===== src/rtl/apa102_frame_decoder.sv =====
// APA102 strand receiver: oversamples sck/mosi with clk and decodes the start,
// LED and end frames into per-LED words with framing-error and stall reporting.
module apa102_frame_decoder #(
   parameter int unsigned MAX_LEDS = 16,
   parameter int unsigned NUM_LEDS = 0,
   parameter int unsigned TIMEOUT  = 4096
) (
   input  logic                            clk,
   input  logic                            reset,
   input  logic                            sck_in,
   input  logic                            mosi_in,
   output logic                            led_valid,
   output logic [$clog2(MAX_LEDS)-1:0]     led_index,
   output logic [4:0]                      led_brightness,
   output logic [7:0]                      led_blue,
   output logic [7:0]                      led_green,
   output logic [7:0]                      led_red,
   output logic                            frame_done,
   output logic [$clog2(MAX_LEDS+1)-1:0]   led_count,
   output logic                            hdr_error,
   output logic                            timeout,
   output logic                            overflow,
   output logic                            busy
);

   localparam int unsigned IDX_W = $clog2(MAX_LEDS);
   localparam int unsigned CNT_W = $clog2(MAX_LEDS + 1);
   localparam int unsigned TO_W  = $clog2(TIMEOUT + 1);

   typedef enum logic [1:0] {HUNT, SYNC, WORD, IDLEGAP} state_t;

   state_t            state;
   logic [2:0]        sck_sync;
   logic [1:0]        mosi_sync;
   logic [31:0]       shreg;
   logic [4:0]        zrun;
   logic [4:0]        bcnt;
   logic [CNT_W-1:0]  idx;
   logic [TO_W-1:0]   tcnt;
   logic              fall;
   logic              bit_in;
   logic [31:0]       next_word;

   // Two-flop synchronizers; the third sck flop gives the previous synced level.
   always_ff @(posedge clk or posedge reset) begin
      if (reset) begin
         sck_sync  <= '0;
         mosi_sync <= '0;
      end else begin
         sck_sync  <= {sck_sync[1:0], sck_in};
         mosi_sync <= {mosi_sync[0], mosi_in};
      end
   end

   // Falling edge of synced sck is mid-bit, since mosi moves on the rising edge.
   assign fall      = sck_sync[2] & ~sck_sync[1];
   assign bit_in    = mosi_sync[1];
   assign next_word = {shreg[30:0], bit_in};

   always_ff @(posedge clk or posedge reset) begin
      if (reset) begin
         state          <= HUNT;
         shreg          <= '0;
         zrun           <= '0;
         bcnt           <= '0;
         idx            <= '0;
         tcnt           <= '0;
         led_valid      <= 1'b0;
         led_index      <= '0;
         led_brightness <= '0;
         led_blue       <= '0;
         led_green      <= '0;
         led_red        <= '0;
         frame_done     <= 1'b0;
         led_count      <= '0;
         hdr_error      <= 1'b0;
         timeout        <= 1'b0;
         overflow       <= 1'b0;
         busy           <= 1'b0;
      end else begin
         led_valid  <= 1'b0;
         frame_done <= 1'b0;
         hdr_error  <= 1'b0;
         timeout    <= 1'b0;

         case (state)
            HUNT: begin
               if (fall) begin
                  if (bit_in) begin
                     zrun <= '0;
                  end else if (zrun == 5'd31) begin
                     zrun  <= '0;
                     idx   <= '0;
                     state <= SYNC;
                  end else begin
                     zrun <= zrun + 5'd1;
                  end
               end
            end

            SYNC: begin
               if (fall && bit_in) begin
                  shreg <= next_word;
                  bcnt  <= 5'd1;
                  tcnt  <= '0;
                  busy  <= 1'b1;
                  state <= WORD;
               end
            end

            WORD: begin
               if (fall) begin
                  tcnt  <= '0;
                  shreg <= next_word;
                  if (bcnt != 5'd31) begin
                     bcnt <= bcnt + 5'd1;
                  end else begin
                     bcnt <= '0;
                     if (NUM_LEDS != 0 && idx == CNT_W'(NUM_LEDS)) begin
                        // Fixed mode: the slot after the last LED must be the end frame.
                        if (next_word == '1) begin
                           frame_done <= 1'b1;
                           led_count  <= idx;
                        end else begin
                           hdr_error <= 1'b1;
                        end
                        busy  <= 1'b0;
                        state <= HUNT;
                     end else if (NUM_LEDS == 0 && next_word == '1) begin
                        frame_done <= 1'b1;
                        led_count  <= idx;
                        busy       <= 1'b0;
                        state      <= HUNT;
                     end else if (next_word[31:29] != 3'b111) begin
                        hdr_error <= 1'b1;
                        busy      <= 1'b0;
                        state     <= HUNT;
                     end else begin
                        if (idx < CNT_W'(MAX_LEDS)) begin
                           led_valid      <= 1'b1;
                           led_index      <= IDX_W'(idx);
                           led_brightness <= next_word[28:24];
                           led_blue       <= next_word[23:16];
                           led_green      <= next_word[15:8];
                           led_red        <= next_word[7:0];
                           idx            <= idx + CNT_W'(1);
                        end else begin
                           overflow <= 1'b1;
                        end
                        state <= IDLEGAP;
                     end
                  end
               end else if (tcnt == TO_W'(TIMEOUT - 1)) begin
                  timeout <= 1'b1;
                  bcnt    <= '0;
                  busy    <= 1'b0;
                  state   <= HUNT;
               end else begin
                  tcnt <= tcnt + TO_W'(1);
               end
            end

            IDLEGAP: begin
               // Whatever bit follows an LED word is the first bit of the next word.
               if (fall) begin
                  tcnt  <= '0;
                  shreg <= next_word;
                  bcnt  <= 5'd1;
                  state <= WORD;
               end else if (tcnt == TO_W'(TIMEOUT - 1)) begin
                  timeout <= 1'b1;
                  busy    <= 1'b0;
                  state   <= HUNT;
               end else begin
                  tcnt <= tcnt + TO_W'(1);
               end
            end

            default: begin
               busy  <= 1'b0;
               state <= HUNT;
            end
         endcase
      end
   end

endmodule


===== config.mk =====
export PLATFORM = sky130hd
export DESIGN_NAME = apa102_frame_decoder
export DESIGN_NICKNAME = d
export VERILOG_FILES = /design/src/rtl/apa102_frame_decoder.sv
export SDC_FILE = /design/constraint.sdc
export NUM_CORES = 1
export LEC_CHECK = 0
export ABC_CLOCK_PERIOD_IN_PS = 5000
export CORE_ASPECT_RATIO = 0.9
export CORE_MARGIN = 1
export CORE_UTILIZATION = 57
export CTS_CLUSTER_DIAMETER = 80
export CTS_CLUSTER_SIZE = 20
export DETAILED_ROUTE_END_ITERATION = 10
export HOLD_SLACK_MARGIN = 0.15
export PLACE_DENSITY = 0.9
export SYNTH_ARGS = -nofsm -noshare
export SYNTH_HDL_FRONTEND = slang
export SYNTH_SLANG_ARGS = --single-unit
export TNS_END_PERCENT = 5

===== constraint.sdc =====
create_clock -name clk -period 5 [get_ports clk]
set_input_delay 1.25 -clock clk [delete_from_list [all_inputs] [get_ports clk]]
set_output_delay 1.25 -clock clk [all_outputs]
set_load 0.02 [all_outputs]

==> reports/qor.csv, run 1 <==
stage,metric,value,unit
outcome,outcome,finished clean,
worst_setup_path,critical path arrival,1.43,ns
synthesis,syn_nets,438,
global_route,M2 GR Usage,38.1,%
synthesis,synthesized cell area,4830,sq um
global_route,total grt overflow,0,
synthesis,Yosys warning total,0,
worst_setup_path,Worst Path Max Fanout,3,
global_route,layer with the highest usage,met2,
placement,# port buffers,47,
drt,first-pass detailed-route iteration total,5,
synthesis,Adder-Cell Fraction of Synth Area,1.55,%
sta,Final min period,2.68,ns
worst_setup_path,kind of critical path,flip-flop to primary output,
clock_network,"Clk pin slew, worst setup/hold paths",0.11,ns
global_route,antenna violations before repair,0,
sta,"Slew Viols, Final",0,
cells_and_area,antenna diode count,0,
synthesis,#FFs+latches synth,110,
worst_setup_path,worst-path cell chain,clkdlybuf4s50_1,
synthesis,Cells after Synth,428,
clock_network,clock sink count,110,
global_route,vias in the first global route,3336,
placement,Detail Placement HPWL,6.54,mm
clock_network,CTS tree,built,
floorplan,Initial Utilization,59.4,%
pwr,cell area power density,262,nW/um^2
synthesis,mux share of post-synthesis cell area,12.2,%
synthesis,largest family of logic cells by synthesized area,simple AND/OR/NAND/NOR gates,
clock_network,Post-CTS Setup Inserts,0,
sta,slew at the pin closest to its max-slew limit,0.993,ns
drt,Routed Antenna Nets,0,
sta,Final period util,53.5,%
drt,DRT iter0 DRCs,173,
placement,placed cell count,563,
worst_setup_path,crit start category,flip-flop,
global_route,largest net degree at the start of global routing,43,
floorplan,I/O pins,48,
sta,final worst slack,2.32,ns
cells_and_area,Layout Cells excl Fill,579,
worst_hold_path,Hold Path Stages,0,
synthesis,ys flop type,dfrtp_1,
floorplan,Die W,99.1,microns
worst_setup_path,Top delay family on crit path,buffers and inverters,
floorplan,CORE AREA,8150,sq um
sta,RSZ-0062 raised after global routing,false,
worst_setup_path,slowest CP cell,clkdlybuf4s50_1,
clock_network,CTS resizes,0,
clock_network,Worst-Skew Late Latency,0.39,ns
worst_setup_path,Crit path buffers/inverters,1,
drt,via count,3352,
synthesis,Synth Area in XOR/XNOR,1.63,%
clock_network,Longest Clk Path Bufs,2,
worst_hold_path,HP Class,flip-flop to flip-flop,
drt,via/cell ratio,5.79,
drt,DRT Wirelength,9.42,mm
drt,DRC errors left,0,
worst_setup_path,R2R cell count,5,
clock_network,H-tree depth,3,
clock_network,hold-fix buffers at CTS,0,
synthesis,Synth async-reset ratio,100,%
floorplan,Die Y,89.4,microns
pwr,overall power,1.46,mW
sta,skew final,0.00998,ns
pwr,leak pwr,2.66,nW
global_route,GR met1 Demand/Resource,30.9,%
floorplan,Rows,31,
global_route,first-pass GRT wire length,16.0,mm
global_route,met3 usage,5.24,%
cells_and_area,Final nets,485,
synthesis,synth unique cells,48,
synthesis,Synth Area in Compound Gates,6.34,%
global_route,Tot GR Track Use,23.5,%
floorplan,die area,8850,sq um
drt,WL per Instance,16.3,microns
sta,final setup fails,0,
cells_and_area,Area Growth Syn to Fin,15.1,%
cells_and_area,fill count,564,
worst_setup_path,Levels on crit path,1,
worst_setup_path,"Largest stage delay, worst path",0.63,ns
synthesis,register area share after synthesis,56.9,%
pwr,Peak VDD IR,0.235,mV
cells_and_area,layout cells sized above 1,15.0,%
sta,Slew headroom,33.7,%
worst_setup_path,WP data required,3.75,ns
clock_network,Root Driver,clkbuf_8,
sta,max frequency,374,MHz
synthesis,average size of a mapped cell,11.3,sq um
placement,Place WS,2.33,ns
placement,GPL Wtd Cong,0.873,
synthesis,Post-Synth Simple-Gate Area,18.9,%
clock_network,TritonCTS Buffers,9,
worst_setup_path,Crit. End Element,primary output,
sta,endpoints failing hold,0,
synthesis,Post-synth EDFFs,0,
sta,setup tns final,0,ns
job,max cap viols,0,
cells_and_area,fin util,68.3,%
## registers in the layout, indices dropped and copies added (netlist names), 2 cells and up
signal          count
led_blue            8
zrun                5
sck_sync            3
tcnt               13
bcnt                5
mosi_sync           2
led_index           4
led_brightness      5
led_green           8
led_red             8
idx                 5
shreg              31
led_count           5
state               2
## logic make-up (layout without fill, tap and decap cells)
family / after synthesis / count (layout)
flops: 110 / 110
buf+inv: 22 / 74
compound gates: 42 / 42
mux: 43 / 43
xor+xnor: 9 / 9
fa+ha+maj: 6 / 6
simple gates: 196 / 196
## cell usage after synthesis (2+ instances only)
master,number,area share (%)
buf_2,2,0.21
clkbuf_1,8,0.62
dfrtp_1,110,57
mux2_4,30,9.3
xnor2_1,9,1.6
and3_1,5,0.65
ha_1,6,1.6
buf_4,2,0.31
nand2_1,116,9.0
nand4_1,10,1.3
a211oi_1,3,0.47
mux2_2,9,2.1
nand3b_1,2,0.31
a32o_1,3,0.62
inv_1,7,0.54
or2_2,2,0.26
a21o_1,3,0.47
o22ai_1,2,0.26
nor3_1,9,0.93
a21oi_1,8,0.83
o21ai_0,10,1.0
a31o_2,2,0.36
mux2i_1,4,0.83
nor4_1,4,0.52
nand2b_1,5,0.65
o2111ai_1,2,0.36
nand3_1,10,1.0
buf_6,3,0.70
nor2_1,19,1.5
nor2b_1,3,0.39
nor4_2,3,0.78
## metal layers
layer	wire length, microns	up-vias
li1	-	1566
met1	4250	1663
met2	4560	104
met3	420	19
met4	187	0
met5	0	-
## where the power goes
group / leakage, nW / internal [mW] / switching [mW]
combinational: 1.04 / 0.0111 / 0.0264
clock: 0.0931 / 0.193 / 0.323
sequential: 1.52 / 0.898 / 0.00926
total: 2.66 / 1.10 / 0.359
## through the flow
step	hold slack [ns]	instance area [sq um]
2_1_floorplan	0.331	4830
3_3_place_gp	0.337	5380
3_5_place_dp	0.340	5380
4_1_cts	0.364	5560
5_1_grt	0.375	5560
6_report	0.363	5560
## cell usage in the layout (no fill, tap or decap), drive strengths merged, types with 10 or more instances in the layout
| cell type | netlist | routed |
|---|---|---|
| nand2 | 116 | 116 |
| dfrtp | 110 | 110 |
| clkdlybuf4s50 | 0 | 47 |
| mux2 | 39 | 39 |
| nor2 | 19 | 19 |
| inv | 7 | 12 |
| nand3 | 11 | 11 |
| nand4 | 10 | 10 |
| o21ai | 10 | 10 |
| nor3 | 10 | 10 |
## area by class of cell
class                      count  area (sq um)  share of cell area (%)
tap                           99           124                    2.23
clock inverter                 7          62.6                    1.12
timing repair buffer          51           500                    9.00
multi-input combinational    296          1970                    35.4
inverter                       7          28.8                   0.517
sequential                   110          2750                    49.5
clock buffer                   9           124                    2.23
## path summary, 6_finish.rpt
check                             start           end  slack [ns]
max                                busy          busy        2.32
min                        mosi_sync[0]  mosi_sync[1]        0.36
max reg2reg                 sck_sync[1]  led_green[1]        2.34
min reg2reg                mosi_sync[0]  mosi_sync[1]        0.36
max in group asynchronous         reset      state[0]        2.95
min in group asynchronous         reset     shreg[26]        1.20
(Power assumes the default switching activity.)
==> inputs of run 2 (changes only) <==
Settings changed: ABC_CLOCK_PERIOD_IN_PS 5000 to 2500.
Clock period 5 ns to 2.5 ns, I/O delays scaled along.
==> run 2 against run 1 <==
Combinational power is 130% higher. Utilization is 0.98 points higher. Critical path depth is 6 higher. Routed wire length is 2.8% lower. Largest power group unchanged. Highest routed layer unchanged.
==> reports/qor.csv, run 2 (synthesis gave the netlist of run 1 again) <==
stage,metric,value,unit
sta,endpoints failing hold,0,
global_route,M2 GR Usage,37.4,%
worst_setup_path,Worst Path Max Fanout,17,
cells_and_area,"commonest non-fill, non-tap cell in the layout",nand2_1,
drt,via/cell ratio,5.78,
drt,first-pass detailed-route iteration total,4,
clock_network,Post-CTS Setup Inserts,0,
sta,slew at the pin closest to its max-slew limit,0.978,ns
cells_and_area,biggest regs,"shreg: 31 flops, tcnt: 13 flops",
global_route,GR met1 Demand/Resource,30.5,%
sta,skew final,0.0162,ns
clock_network,H-tree depth,3,
cells_and_area,Layout Cells excl Fill,583,
worst_hold_path,HP Class,flip-flop to flip-flop,
job,max cap viols,0,
sta,Final period util,92.0,%
floorplan,Initial Utilization,59.4,%
global_route,met3 usage,5.39,%
global_route,largest net degree at the start of global routing,54,
floorplan,I/O pins,48,
sta,RSZ-0062 raised after global routing,false,
global_route,vias in the first global route,3217,
floorplan,Die W,99.1,microns
placement,placed cell count,567,
placement,GPL Wtd Cong,0.899,
global_route,antenna violations before repair,0,
placement,Detail Placement HPWL,6.30,mm
clock_network,CTS tree,built,
cells_and_area,max FFs per register,31,
cells_and_area,layout cells sized above 1,15.9,%
sta,max frequency,435,MHz
placement,# port buffers,47,
sta,Slew headroom,34.8,%
global_route,total grt overflow,0,
worst_setup_path,crit start category,flip-flop,
clock_network,clock sink count,110,
clock_network,Worst-Skew Late Latency,0.38,ns
drt,DRT iter0 DRCs,237,
pwr,leak pwr,2.68,nW
worst_setup_path,Worst R2R Setup Slack,0.20,ns
cells_and_area,Area Growth Syn to Fin,16.7,%
clock_network,Longest Clk Path Bufs,2,
clock_network,"Clk pin slew, worst setup/hold paths",0.10,ns
drt,Routed Antenna Nets,0,
drt,DRC errors left,0,
global_route,layer with the highest usage,met2,
cells_and_area,"commonest non-fill, non-tap cells in the layout","116 x nand2_1, 110 x dfrtp_1, 47 x clkdlybuf4s50_1",
sta,final setup fails,0,
pwr,cell area power density,511,nW/um^2
worst_setup_path,kind of critical path,flip-flop to flip-flop,
cells_and_area,fin util,69.3,%
global_route,Tot GR Track Use,22.7,%
floorplan,CORE AREA,8150,sq um
outcome,outcome,finished clean,
sta,setup tns final,0,ns
floorplan,Rows,31,
clock_network,Root Driver,clkbuf_8,
cells_and_area,fill count,555,
pwr,Peak VDD IR,0.393,mV
floorplan,Die Y,89.4,microns
clock_network,TritonCTS Buffers,9,
drt,DRT Wirelength,9.16,mm
worst_setup_path,critical path arrival,2.56,ns
cells_and_area,antenna diode count,0,
sta,Final min period,2.30,ns
worst_setup_path,Crit. End Element,flip-flop,
cells_and_area,Reg with most FFs,shreg,
sta,"Slew Viols, Final",0,
drt,WL per Instance,15.7,microns
drt,via count,3372,
floorplan,die area,8850,sq um
cells_and_area,Final nets,490,
worst_setup_path,WP data required,2.76,ns
global_route,first-pass GRT wire length,15.5,mm
## run 2: repair_timing
action / CTS / global route
setup endpoints to repair: 0 / 27
hold buffers: 0 / 0
resized for setup: 0 / 2
endpoints found under the hold margin: 0 / 0
## run 2: final timing paths
kind | from | endpoint | cells past startpoint
max in group asynchronous | reset | led_red[0] | 3
worst max register to register | bcnt[0] | led_green[1] | 7
min in group asynchronous | reset | led_red[7] | 2
worst max-delay path | bcnt[0] | led_green[1] | 7
worst min register to register | mosi_sync[0] | mosi_sync[1] | 0
worst min-delay path | mosi_sync[0] | mosi_sync[1] | 0
## run 2: power breakdown
part / internal, mW / leakage, nW / switching [mW] / total (mW)
combinational: 0.0286 / 1.08 / 0.0564 / 0.0850
clock: 0.376 / 0.0858 / 0.608 / 0.984
sequential: 1.80 / 1.52 / 0.0168 / 1.81
## run 2: per-layer routing
layer  wire length [microns]  part of all wire, %
met2                    4520                   49
met1                    4130                   45
met3                     387                  4.2
met5                       0                    0
met4                     116                  1.3
## run 2: stage by stage
step | worst slack [ns] | hold WS (ns) | total power, mW | area, sq um
detailed placement | 0.116 | 0.345 | 1.93 | 5450
floorplan | 0.281 | 0.331 | 1.90 | 4840
global route | 0.0445 | 0.373 | 3.00 | 5640
finish | 0.200 | 0.361 | 2.88 | 5640
global placement | 0.223 | 0.337 | 1.93 | 5450
CTS | 0.109 | 0.368 | 2.91 | 5620
## run 2: area by class of cell
class / instances / area [sq um] / share of cell area [%]
clock buffer: 9 / 124 / 2.20
clock inverter: 6 / 55.1 / 0.976
inverter: 7 / 30.0 / 0.532
multi-input combinational: 296 / 1970 / 35.0
sequential: 110 / 2750 / 48.8
tap: 99 / 124 / 2.20
timing repair buffer: 56 / 584 / 10.4
## run 2: worst max-delay path, cell delays in order (launching register included)
cell	delay, ns
dfrtp_1	0.43
ha_1	0.22
and3_1	0.17
ha_2	0.25
nand3_4	0.14
a2111oi_4	0.34
clkbuf_16	0.30
mux2_2	0.34
